### src/rtl/instr_fetch.sv
// instr_fetch: fetch PC, synchronous instruction-pair reads, issue FIFO and
// branch redirect for the dual-issue pipes.
//
// Handshake: imem_rd_en/imem_addr form a request with no back-pressure. The
// memory returns the pair on imem_rdata exactly one cycle later. A request is
// only made when the FIFO has room for it, counting the one already in flight.
// On the issue side, issue_valid marks a real pair. The pair is consumed
// (popped) in any cycle where issue_valid=1 and stall=0.
module instr_fetch #(
  parameter int PC_W  = 8,
  parameter int DEPTH = 4
) (
  input  logic            clk,
  input  logic            reset,
  input  logic            stall,
  input  logic            branch_taken,
  input  logic [PC_W-1:0] pc_wb,
  output logic            imem_rd_en,
  output logic [PC_W-2:0] imem_addr,
  input  logic [0:63]     imem_rdata,
  output logic            issue_valid,
  output logic [0:31]     instr_even,
  output logic [0:31]     instr_odd,
  output logic [PC_W-1:0] pc
);

  localparam int PTR_W = $clog2(DEPTH);
  localparam int CNT_W = $clog2(DEPTH + 1);
  localparam logic [CNT_W:0]  DEPTH_V = (CNT_W + 1)'(DEPTH);
  localparam logic [PC_W-1:0] PAIR_STEP = PC_W'(2);

  // Fetch side state
  logic [PC_W-1:0] fetch_pc;
  logic            odd_pend;   // next request is the first after an odd redirect
  logic            req_q;      // a response arrives this cycle
  logic [PC_W-1:0] req_pc;     // even-aligned pc of the in-flight pair
  logic            req_odd;    // in-flight pair entered at its odd word

  // Issue FIFO
  logic [0:31]     fifo_even [DEPTH];
  logic [0:31]     fifo_odd  [DEPTH];
  logic [PC_W-1:0] fifo_pc   [DEPTH];
  logic [PTR_W-1:0] rd_ptr;
  logic [PTR_W-1:0] wr_ptr;
  logic [CNT_W-1:0] count;

  // Derived control
  logic [CNT_W:0]  occupancy;
  logic            room;
  logic            nonempty;
  logic            capture;
  logic            pop;
  logic [PC_W-1:0] aligned_pc;

  // Request/issue decisions from current state and the redirect strobe
  always_comb begin
    occupancy   = {1'b0, count} + {{CNT_W{1'b0}}, req_q};
    room        = occupancy < DEPTH_V;
    nonempty    = count != '0;
    aligned_pc  = {fetch_pc[PC_W-1:1], 1'b0};
    imem_rd_en  = reset & ~branch_taken & room;
    imem_addr   = reset ? fetch_pc[PC_W-1:1] : '0;
    issue_valid = reset & ~branch_taken & nonempty;
    capture     = req_q & ~branch_taken;
    pop         = issue_valid & ~stall;
  end

  // Presented pair: the FIFO head when valid, otherwise a nop
  always_comb begin
    instr_even = '0;
    instr_odd  = '0;
    pc         = '0;
    if (issue_valid) begin
      instr_even = fifo_even[rd_ptr];
      instr_odd  = fifo_odd[rd_ptr];
    end
    if (reset && nonempty) begin
      pc = fifo_pc[rd_ptr];
    end
  end

  // Fetch PC, in-flight tracking, pointers and occupancy; redirect wins
  always_ff @(posedge clk) begin
    if (!reset) begin
      fetch_pc <= '0;
      odd_pend <= 1'b0;
      req_q    <= 1'b0;
      req_pc   <= '0;
      req_odd  <= 1'b0;
      rd_ptr   <= '0;
      wr_ptr   <= '0;
      count    <= '0;
    end else if (branch_taken) begin
      fetch_pc <= pc_wb;
      odd_pend <= pc_wb[0];
      req_q    <= 1'b0;
      rd_ptr   <= '0;
      wr_ptr   <= '0;
      count    <= '0;
    end else begin
      req_q <= imem_rd_en;
      if (imem_rd_en) begin
        req_pc   <= aligned_pc;
        req_odd  <= odd_pend;
        odd_pend <= 1'b0;
        fetch_pc <= aligned_pc + PAIR_STEP;
      end
      if (capture) begin
        wr_ptr <= wr_ptr + PTR_W'(1);
      end
      if (pop) begin
        rd_ptr <= rd_ptr + PTR_W'(1);
      end
      case ({capture, pop})
        2'b10:   count <= count + CNT_W'(1);
        2'b01:   count <= count - CNT_W'(1);
        default: count <= count;
      endcase
    end
  end

  // FIFO storage write; the even word of an odd-entry pair becomes a nop
  always_ff @(posedge clk) begin
    if (reset && capture) begin
      fifo_even[wr_ptr] <= req_odd ? 32'h0 : imem_rdata[0:31];
      fifo_odd[wr_ptr]  <= imem_rdata[32:63];
      fifo_pc[wr_ptr]   <= req_pc;
    end
  end

endmodule

### config.mk
export PLATFORM = sky130hd
export DESIGN_NAME = instr_fetch
export DESIGN_NICKNAME = d
export VERILOG_FILES = /design/src/rtl/instr_fetch.sv
export SDC_FILE = /design/constraint.sdc
export NUM_CORES = 1
export LEC_CHECK = 0
export CAP_MARGIN = 5
export CORE_MARGIN = 1
export CORE_UTILIZATION = 59
export CTS_CLUSTER_DIAMETER = 40
export CTS_CLUSTER_SIZE = 24
export DETAILED_ROUTE_END_ITERATION = 6
export MAX_ROUTING_LAYER = met4
export PLACE_DENSITY_LB_ADDON = 0.25
export SLEW_MARGIN = 10
export SYNTH_ARGS = -nofsm -noshare
export SYNTH_HDL_FRONTEND = slang
export SYNTH_SLANG_ARGS = --single-unit
export TNS_END_PERCENT = 50
### constraint.sdc
create_clock -name clk -period 9 [get_ports clk]
set_input_delay 1.35 -clock clk [delete_from_list [all_inputs] [get_ports clk]]
set_output_delay 1.35 -clock clk [all_outputs]
set_load 0.03 [all_outputs]
Word-level counts from Yosys, hierarchy flattened
Memory sizes are Yosys's and may differ from the RTL's. A register that Yosys moved wholly into a read port is not among the register bits.
Index checks and enable logic that the tools add are counted.
Storage, ports and cells
  word-level logic and storage cells: 53
  bits in writable memories: 284
  memories kept: 3
  output and inout bits: 81
  bits of input ports: 76
  flip-flop bits (word level): 25
Cells by class
  reduce and logical (&&, ||, !) cells: 7
  $add $sub $neg: 6
  equal/unequal tests: 2
  mux-type cells: 18
  bitwise logic cells: 8
  $lt $le $gt $ge: 1
Memory list
  fifo_even: words 4, bits a word 32, read ports 1, clocked after Yosys merged registers in 1, wr ports 1, line 40  | logic [0:31] fifo_even [DEPTH];
  fifo_odd: words 4, bits a word 32, read ports 1, clocked after Yosys merged registers in 1, wr ports 1, line 41  | logic [0:31] fifo_odd [DEPTH];
  fifo_pc: words 4, bits a word 7, read ports 1, clocked after Yosys merged registers in 1, wr ports 1, line 42  | logic [PC_W-1:0] fifo_pc [DEPTH];
Operators with widths (count)
  $mux 32: 3
  $mux 8: 3
  $mux 2: 6
  $add 8x2->8 const B: 1
  $mux 7: 1
  $pmux 3 s2: 1
  $and 1x1->1: 5
  $add 2x1->2 const B: 2
  $add 3x1->4: 1
  $lt 4x3->1 const B: 1
  $mux 1: 4
  $reduce_bool 2->1: 2
  $add 3x1->3 const B: 1
  $not 1->1: 3
  $reduce_bool 3->1: 1
  $sub 3x1->3 const B: 1
  $eq 2x1->1 const B: 1
  $eq 2x2->1 const B: 1
  $logic_and 1x1->1: 2
  $reduce_and 2->1: 1
  $reduce_or 2->1: 1

Logic depth before layout (Yosys ltp)
Gate-level depths: netlist of the first run.
  depth after elaboration: 6
  mapped depth: 9
  mapped depth without buffers: 8

Worst setup path after synthesis of the first run
Ideal clock, no wire load.
  path kind: input to register
  start: input port reset
  end: memory fifo_even[0][0] (netlist name), enable pin
  data arrival time: 3636 ps
  slack: 4927 ps
  data required time: 8563 ps
  cell stages on the path: 4
  path buffers: 1
  setup time: 437 ps
  path through: inv_1 nor2_1 clkbuf_1 and3_1
On the way
  longest elaborated chain between the ends: 3
RTL lines
  from (decl): line 14  | input logic reset,
  $logic_and 1x1->1: line 124  | if (reset && capture) begin
  $mux 1: line 124
  $mux 1: line 125  | fifo_even[wr_ptr] <= req_odd ? 32'h0 : imem_rdata[0:31];
  to (decl): line 40
No other way between the ends.

Worst setup path after layout of the first run
  start: input port reset
  end: output port instr_odd[11] (netlist name)
On the way
  longest elaborated chain between the ends: 3
RTL lines
  $and 1x1->1 (2 in series): line 63  | issue_valid = reset & ~branch_taken & nonempty;
  $mux 32: line 73  | if (issue_valid) begin
  to (decl): line 23  | output logic [0:31] instr_odd,
No other way between the ends.

==> results of run 1 <==
-- worst min path at each step --
| stage | start | to | slack (ps) | cells after the start |
|---|---|---|---|---|
| final | odd_pend | req_odd | 470 | 2 |
| after global routing | odd_pend | odd_pend | 510 | 2 |
| after CTS | odd_pend | req_odd | 460 | 2 |
| after detailed placement | odd_pend | req_odd | 450 | 2 |
| after global placement | rd_ptr[1] | register | 430 | 1 |
| after floorplan | rd_ptr[1] | register | 430 | 1 |
-- report_power, final --
| group | total [mW] | internal (mW) | switching (mW) |
|---|---|---|---|
| clock | 1.39 | 0.825 | 0.569 |
| combinational | 0.103 | 0.0507 | 0.0524 |
| sequential | 1.59 | 1.58 | 0.00735 |
| total | 3.09 | 2.46 | 0.629 |
-- cell families after synthesis --
family,Yosys count
flip-flops,310
AND/OR/NAND/NOR,161
adder cells (fa/ha/maj),7
AO/OA/AOI/OAI,29
XOR/XNOR,4
buffers and inverters,54
other,1
multiplexers,74
-- Yosys cell counts, types with 7 or more instances --
library cell	instances	area (µm²)
nor2b_1	32	200
clkbuf_1	30	113
nand2_1	25	93.8
mux4_2	71	1600
buf_2	8	40.0
nor2_1	9	33.8
a21oi_1	13	65.1
inv_1	10	37.5
edfxtp_1	284	8530
dfxtp_1	26	521
and2_1	7	43.8
and3_1	76	475
-- flip-flops by register name, indices dropped and copies added, names as in the netlist, named ones only --
name and cells:
wr_ptr 2, req_pc 7, req_odd 1, count 3
fifo_even 128, fifo_pc 28, req_q 1, fifo_odd 128
fetch_pc 7, rd_ptr 2, odd_pend 1
-- routing by layer --
| layer | part of all wire (%) | wire length (µm) |
|---|---|---|
| met5 | 0 | 0 |
| met4 | 2.1 | 491 |
| met3 | 5.8 | 1350 |
| met2 | 50 | 11700 |
| met1 | 42 | 9700 |
-- area by class of cell --
class                   count  share of cell area, %
flip-flops and latches    310                   60.1
diodes                      1                 0.0166
clock inverters            25                   1.48
repair buffers            158                   10.4
well taps                 270                   2.24
clock buffers              40                   6.21
inverters                  11                  0.274
multi-input cells         276                   19.3
-- worst reg2reg max path: stages (launching register included) --
cell and delay, ps:
dfxtp_1 400, or3_2 970, nor3b_1 500, ha_1 290
inv_1 80, fa_1 380, xor2_1 170, or3_1 310
a21oi_1 140
-- stage by stage --
step / cell area, µm² / setup slack (ps) / util [%] / power, mW
floorplan: 12200 / 4930 / - / 1.66
global placement: 13900 / 3210 / 68.8 / 1.72
detailed placement: 13900 / 3000 / 68.8 / 1.72
CTS: 15100 / 3000 / 74.5 / 3.11
global route: 15100 / 2810 / 74.5 / 3.17
finish: 15100 / 3030 / 74.5 / 3.09
==> flow_summary.yaml, run 1 <==
drt:
  num_vias: 6393
  avgViaCountPerCell: 5.86
  dr.pass1.iters: 4
  drc: 0
  postRouteAntennaNets: 0
  finalWirelength_um: 23200
  drt_iter0_drc: 365
  routedWlPerCell_um: 21.3
setup_path:
  slowest_delay_ps: 850
  cp-start-kind: "primary input"
  cp_max_fo: 39
  crit_cells: 6
  cp-endpoint: "instr_odd[11]"
  cpMostUsedCell: "clkdlybuf4s50_1"
  rr_worst_depth: 8
  rr_endpoint: "count[2]"
  crit_start: "reset"
  rrSetupSlack_ps: 5690
  worst_ep_arrival_time_ps: 4620
  critPathCaptureType: "output port"
  cp_slowest_cell: "clkdlybuf4s50_1"
  r2r_start: "count[0]"
  path_cells: "clkdlybuf4s50_1 > inv_1 > nor2_4 > buf_4 > and3_1 > clkdlybuf4s50_1"
  crit_buf_inv: 4
  required_ps: 7650
  worstSetupPathType: "primary input to output port"
  crit_family: "buffers and inverters"
floorplanning:
  rows: 52
  io_pins: 157
  core_area_mm2: 0.0202
  dieArea_mm2: 0.0212
  die_w_um: 146
  die_h_um: 146
  start_util_pct: 60.1
sta:
  finalCriticalPeriod_ps: 5970
  setup_viol: 0
  slew-limit-headroom_pct: 18.3
  fmax_ghz: 0.167
  finalHoldViolations: 0
  max_slew.worst_pin.slew_ps: 1230
  slew_violations: 0
  holdWs_ps: 470
  rsz0062_at_grt: "false"
  fin_tns_setup_ps: 0
  clock_skew_ps: 16.4
  post-route-period-util_pct: 66.4
logic_synthesis:
  synth-seq-area-share_pct: 74.4
  postSynth.asyncResetShare_pct: 0
  syn-instance-count: 640
  synth_compound_area_share_pct: 1.59
  synth_seq_cells: 310
  synth_top_family_by_area: "multiplexers"
  syn_area_mm2: 0.0122
  synth_mux_area_share_pct: 13.4
  syn_nets: 723
  synthSimpleGateAreaFrac_pct: 7.58
  ys.flop_type: "edfxtp_1"
  synth.distinct_cells: 39
  synth_xor_area_share_pct: 0.288
  syn_area_per_cell_um2: 19.0
  synth_adder_area_share_pct: 0.782
  yosysWarningCount: 0
  synth-edff-count: 284
power:
  p_per_area_mw_per_mm2: 205
  peakVddDrop_v: 0.000173
  p_leak_nw: 5.08
cells_and_area:
  final_common_cell: "edfxtp_1"
  regArea_mm2: 0.00906
  layout_common_cells: "edfxtp_1 (284), clkdlybuf4s50_1 (155), and3_1 (72)"
  synthToLayoutAreaGrowth_pct: 24.0
  post_route_cells_drive_above_1_share_pct: 17.4
  layout.nets: 877
  stdcell_count: 1091
  n_fill_cell: 1168
  multi_input_area_mm2: 0.00291
grt:
  grt_busiest_layer: "met2"
  grt-ovfl-total: 0
  globalRouteMet2Util_pct: 37.7
  track_usage_pct: 23.5
  grt_max_degree: 74
  antenna_found_initial: 1
  grt_pass1_wl_um: 36800
  first_global_vias: 6855
  use_met1_pct: 30.6
  grtUsageMet3_pct: 4.76
status:
  status: "finished clean"
clocking:
  clockBufferDepth: 3
  worst_skew_pair.late_latency_ps: 500
  cts_setup_buffers: 0
  cts_max_level: 2
  tritoncts: "built"
  cts.clk_slew.worst_paths_ps: 50
  clock-sinks: 310
  ctsRootBufferMaster: "clkbuf_16"
  postCtsHoldBufs: 0
  cts_buffers: 37
  ctsResizeCount: 0
place:
  io_buffer_count: 155
  dpl.cell_count: 1025
  dp_hpwl_um: 13000
  place_congestion: 0.834
min_path:
  hold_path.class: "register to register"
run:
  maxCapViolCount: 0
No activity file was read; power rests on OpenSTA's default activity.
==> run 2, diff against run 1 <==
Settings changed: CORE_UTILIZATION 59 to 50.
Clock period 9 ns to 5.1 ns, I/O delays scaled along.
==> run 2 against run 1 <==
  * Sequential share of layout area shrank 1.1 points
  * Clock-buffer cell count grew 14
  * Sequential power grew 76%
  * Global-route usage shrank 2.6 points
  * Clock power grew 91%
  * Critical path depth is the same
  * Critical path type unchanged
  * Critical endpoint is now instr_odd[29]
  * Largest cell class unchanged
==> flow_summary.yaml, run 2 (same netlist as run 1, synthesis figures left out) <==
status:
  status: "finished clean"
sta:
  finalCriticalPeriod_ps: 4380
  slew_violations: 0
  fmax_ghz: 0.228
  finalHoldViolations: 0
  fin_tns_setup_ps: 0
  clock_skew_ps: 14.4
  rsz0062_at_grt: "false"
  max_slew.worst_pin.slew_ps: 1200
  setup_viol: 0
  post-route-period-util_pct: 85.9
  slew-limit-headroom_pct: 19.7
power:
  internal_power_mw: 4.55
  combinationalPowerShare_pct: 3.3
  p_sw_share_pct: 19.4
  p_leak_nw: 5.20
  fin_total_pwr_mw: 5.64
  seqPwrFrac_pct: 49.7
  peakVddDrop_v: 0.000301
  p_per_area_mw_per_mm2: 367
  p_sw_mw: 1.09
  pwr-share-clk_pct: 47.0
drt:
  dr.pass1.iters: 5
  num_vias: 6427
  finalWirelength_um: 24200
  postRouteAntennaNets: 0
  drc: 0
  avgViaCountPerCell: 5.59
  routedWlPerCell_um: 21.1
  drt_iter0_drc: 411
clocking:
  ctsRootBufferMaster: "clkbuf_16"
  cts.clk_slew.worst_paths_ps: 60
  clock-sinks: 310
  cts_setup_buffers: 0
  clockBufferDepth: 3
  worst_skew_pair.late_latency_ps: 500
  postCtsHoldBufs: 0
  tritoncts: "built"
  cts_max_level: 2
  ctsResizeCount: 0
  cts_buffers: 38
floorplanning:
  core_area_mm2: 0.0237
  dieArea_mm2: 0.0250
  io_pins: 157
  rows: 56
  start_util_pct: 51.4
  die_h_um: 158
  die_w_um: 158
cells_and_area:
  synthToLayoutAreaGrowth_pct: 26.4
  n_fill_cell: 1686
  post_route_cells_drive_above_1_share_pct: 17.7
  fin_util_pct: 64.9
  largestRegisters: "fifo_even x128, fifo_odd x128, fifo_pc x28"
  final_common_cell: "edfxtp_1"
  layout.nets: 884
  layout_common_cells: "edfxtp_1 (284), clkdlybuf4s50_1 (155), and3_1 (72)"
setup_path:
  worstSetupPathType: "primary input to output port"
  r2r_start: "count[2]"
  path_cells: "clkdlybuf4s50_1 > inv_1 > nor2_4 > buf_4 > and3_1 > clkdlybuf4s50_1"
  critPathCaptureType: "output port"
  crit_start: "reset"
  worst_ep_arrival_time_ps: 3620
  cp_max_fo: 31
  required_ps: 4340
  cpMostUsedCell: "clkdlybuf4s50_1"
  cp_slowest_cell: "clkdlybuf4s50_1"
  slowest_delay_ps: 870
  cp-start-kind: "primary input"
grt:
  grt_pass1_wl_um: 37700
  first_global_vias: 6836
  use_met1_pct: 26.5
  antenna_found_initial: 1
  grt_max_degree: 74
  grt_busiest_layer: "met2"
  globalRouteMet2Util_pct: 34.4
  grtUsageMet3_pct: 4.30
  grt-ovfl-total: 0
  track_usage_pct: 21.0
place:
  place_congestion: 0.812
  io_buffer_count: 155
  dp_hpwl_um: 13800
min_path:
  hp-start: "rd_ptr[1]"
  hold_path.class: "register to register"
run:
  maxCapViolCount: 0
## run 2: cell count changes in the layout (fill, tap and decap cells not counted), sizes merged
cell / change
clkbuf: +14
buf: +6
clkinvlp: -6
inv: -5
clkinv: +1
## run 2: final timing paths
kind / slack [ps] / endpoint / cells after the start
setup / recovery: 720 / instr_odd[29] / 6
hold / removal: 450 / register / 1
setup reg to reg: 1900 / count[2] / 8
hold reg to reg: 450 / register / 1
## run 2: power by group through the flow
stage | Clock, mW | Combinational (mW) | Sequential [mW]
finish | 2.65 | 0.184 | 2.80
CTS | 2.70 | 0.186 | 2.80
floorplan | 0 | 0.0832 | 2.85
detailed placement | 0 | 0.185 | 2.86
global route | 2.79 | 0.201 | 2.81
global placement | 0 | 0.177 | 2.85
## run 2: routing by layer
metal  routed length (µm)  vias up
li1                     -     2882
met1                10100     3297
met2                12100      210
met3                 1540       38
met4                  494        0
met5                    0        -
## run 2: worst max-delay path: cells and delay by family
family | cells | cell delay, ps
buf+inv | 4 | 2330
simple gates | 2 | 510
## run 2: final cells by class
cell class,instances,area [µm²],area share [%]
flip-flops and latches,310,9060,58.9
repair buffers,164,1680,10.9
inverters,11,41.3,0.269
clock inverters,15,144,0.936
diodes,1,2.50,0.0163
well taps,319,399,2.60
clock buffers,54,1140,7.39
multi-input cells,276,2910,18.9
## run 2: metrics by stage
step                      cells  hold slack (ps)  setup WS [ps]  instance area [µm²]
after floorplan             640              427           1610                12200
after global placement     1080              428            847                14100
after detailed placement   1080              446            772                14100
after CTS                  1149              456            762                15400
after global routing       1150              485            514                15400
final                      1150              455            718                15400
==> run 3, diff against run 2 <==
Settings changed: TNS_END_PERCENT 50 to unset.
Clock period 5.1 ns to 4 ns, I/O delays scaled along.
==> run 3 against run 2 <==
  * Critical path depth decreased by 2
  * Final cell count increased by 0.52%
  * Global-route usage decreased by 0.11 points
  * Die area unchanged
  * Clock power increased by 23%
  * Sequential share of layout area decreased by 0.25 points
  * Clock-buffer cell count decreased by 12
  * Non-clock buffer count increased by 11
  * Highest routed layer unchanged
  * Setup slack got worse by 230 ps
==> flow_summary.yaml, run 3 (same netlist as run 1, synthesis figures left out) <==
cells_and_area:
  layout_common_cells: "edfxtp_1 (284), clkdlybuf4s50_1 (152), and3_1 (72)"
  layout.nets: 893
  largestRegisters: "fifo_even x128, fifo_odd x128, fifo_pc x28"
  final_common_cell: "edfxtp_1"
  synthToLayoutAreaGrowth_pct: 26.9
  fin_util_pct: 65.2
  post_route_cells_drive_above_1_share_pct: 19.0
  n_fill_cell: 1641
grt:
  track_usage_pct: 20.9
  first_global_vias: 6710
  grt_max_degree: 71
  grt-ovfl-total: 0
  antenna_found_initial: 1
  grt_pass1_wl_um: 37300
floorplanning:
  io_pins: 157
  core_area_mm2: 0.0237
  dieArea_mm2: 0.0250
  start_util_pct: 51.4
  die_w_um: 158
  rows: 56
  die_h_um: 158
min_path:
  hold_path.class: "register to register"
  hp-start: "rd_ptr[1]"
sta:
  setup_ws_ps: 490
  clock_skew_ps: 12.2
  finalHoldViolations: 0
  post-route-period-util_pct: 87.7
  slew_violations: 0
  fin_tns_setup_ps: 0
  holdWs_ps: 448
  fmax_ghz: 0.285
  finalCriticalPeriod_ps: 3510
  max_slew.worst_pin.slew_ps: 525
  rsz0062_at_grt: "false"
  slew-limit-headroom_pct: 64.9
  setup_viol: 0
clocking:
  tritoncts: "built"
  postCtsHoldBufs: 0
  worst_skew_pair.late_latency_ps: 500
  ctsRootBufferMaster: "clkbuf_16"
  clockBufferDepth: 3
  cts_buffers: 36
  ctsResizeCount: 0
  cts_max_level: 2
  cts.clk_slew.worst_paths_ps: 60
  clock-sinks: 310
  cts_setup_buffers: 0
setup_path:
  worstSetupPathType: "register to output port"
  worst_ep_arrival_time_ps: 2910
  crit_buf_inv: 2
  cp_max_fo: 19
  critPathCaptureType: "output port"
  cp-start-kind: "register"
  r2r_start: "count[0]"
  path_cells: "buf_4 > mux4_2 > and3_1 > clkdlybuf4s50_1"
  cp_slowest_cell: "clkdlybuf4s50_1"
  crit_family: "buffers and inverters"
  slowest_delay_ps: 600
  required_ps: 3400
drt:
  avgViaCountPerCell: 5.54
  drt_iter0_drc: 526
  drc: 0
  num_vias: 6402
  postRouteAntennaNets: 0
  routedWlPerCell_um: 21.1
  dr.pass1.iters: 4
  finalWirelength_um: 24400
power:
  peakVddDrop_v: 0.000328
  p_leak_nw: 5.24
  p_per_area_mw_per_mm2: 458
status:
  status: "finished clean"
place:
  dp_hpwl_um: 14600
  io_buffer_count: 155
  dp_worst_setup_slack_ps: 626
  place_congestion: 0.827
run:
  maxCapViolCount: 0
-- run 3: final timing paths --
path / endpoint / slack, ps / cells after the start
min: register / 450 / 1
min reg2reg: register / 450 / 1
max: instr_even[25] / 490 / 4
max reg2reg: count[2] / 1060 / 9
-- run 3: cell type report --
cell class,count,area (µm²),area share [%]
flip-flops and latches,310,9060,58.7
multi-input cells,276,2910,18.8
repair buffers,175,1830,11.9
clock buffers,42,945,6.12
well taps,319,399,2.59
clock inverters,22,251,1.63
inverters,11,41.3,0.268
diodes,1,2.50,0.0162
-- run 3: where the power goes --
| group | total, mW | internal [mW] | switching, mW |
|---|---|---|---|
| registers | 3.57 | 3.56 | 0.0148 |
| clock network | 3.25 | 2.02 | 1.22 |
| logic | 0.242 | 0.121 | 0.120 |
-- run 3: per-stage QoR --
| step | instances | instance area, µm² | total power, mW |
|---|---|---|---|
| 6_report | 1156 | 15400 | 7.06 |
| 2_1_floorplan | 640 | 12200 | 3.75 |
| 3_3_place_gp | 1091 | 14200 | 3.87 |
| 3_5_place_dp | 1091 | 14200 | 3.89 |
| 5_1_grt | 1156 | 15400 | 7.28 |
| 4_1_cts | 1155 | 15400 | 7.13 |
-- run 3: routing by layer --
metal	track usage (%)	vias to the layer above	part of all wire, %
li1	-	2903	-
met3	4.08	42	5.7
met4	5.45	0	1.6
met2	34.7	190	51
met5	-	-	0
met1	26.5	3267	42
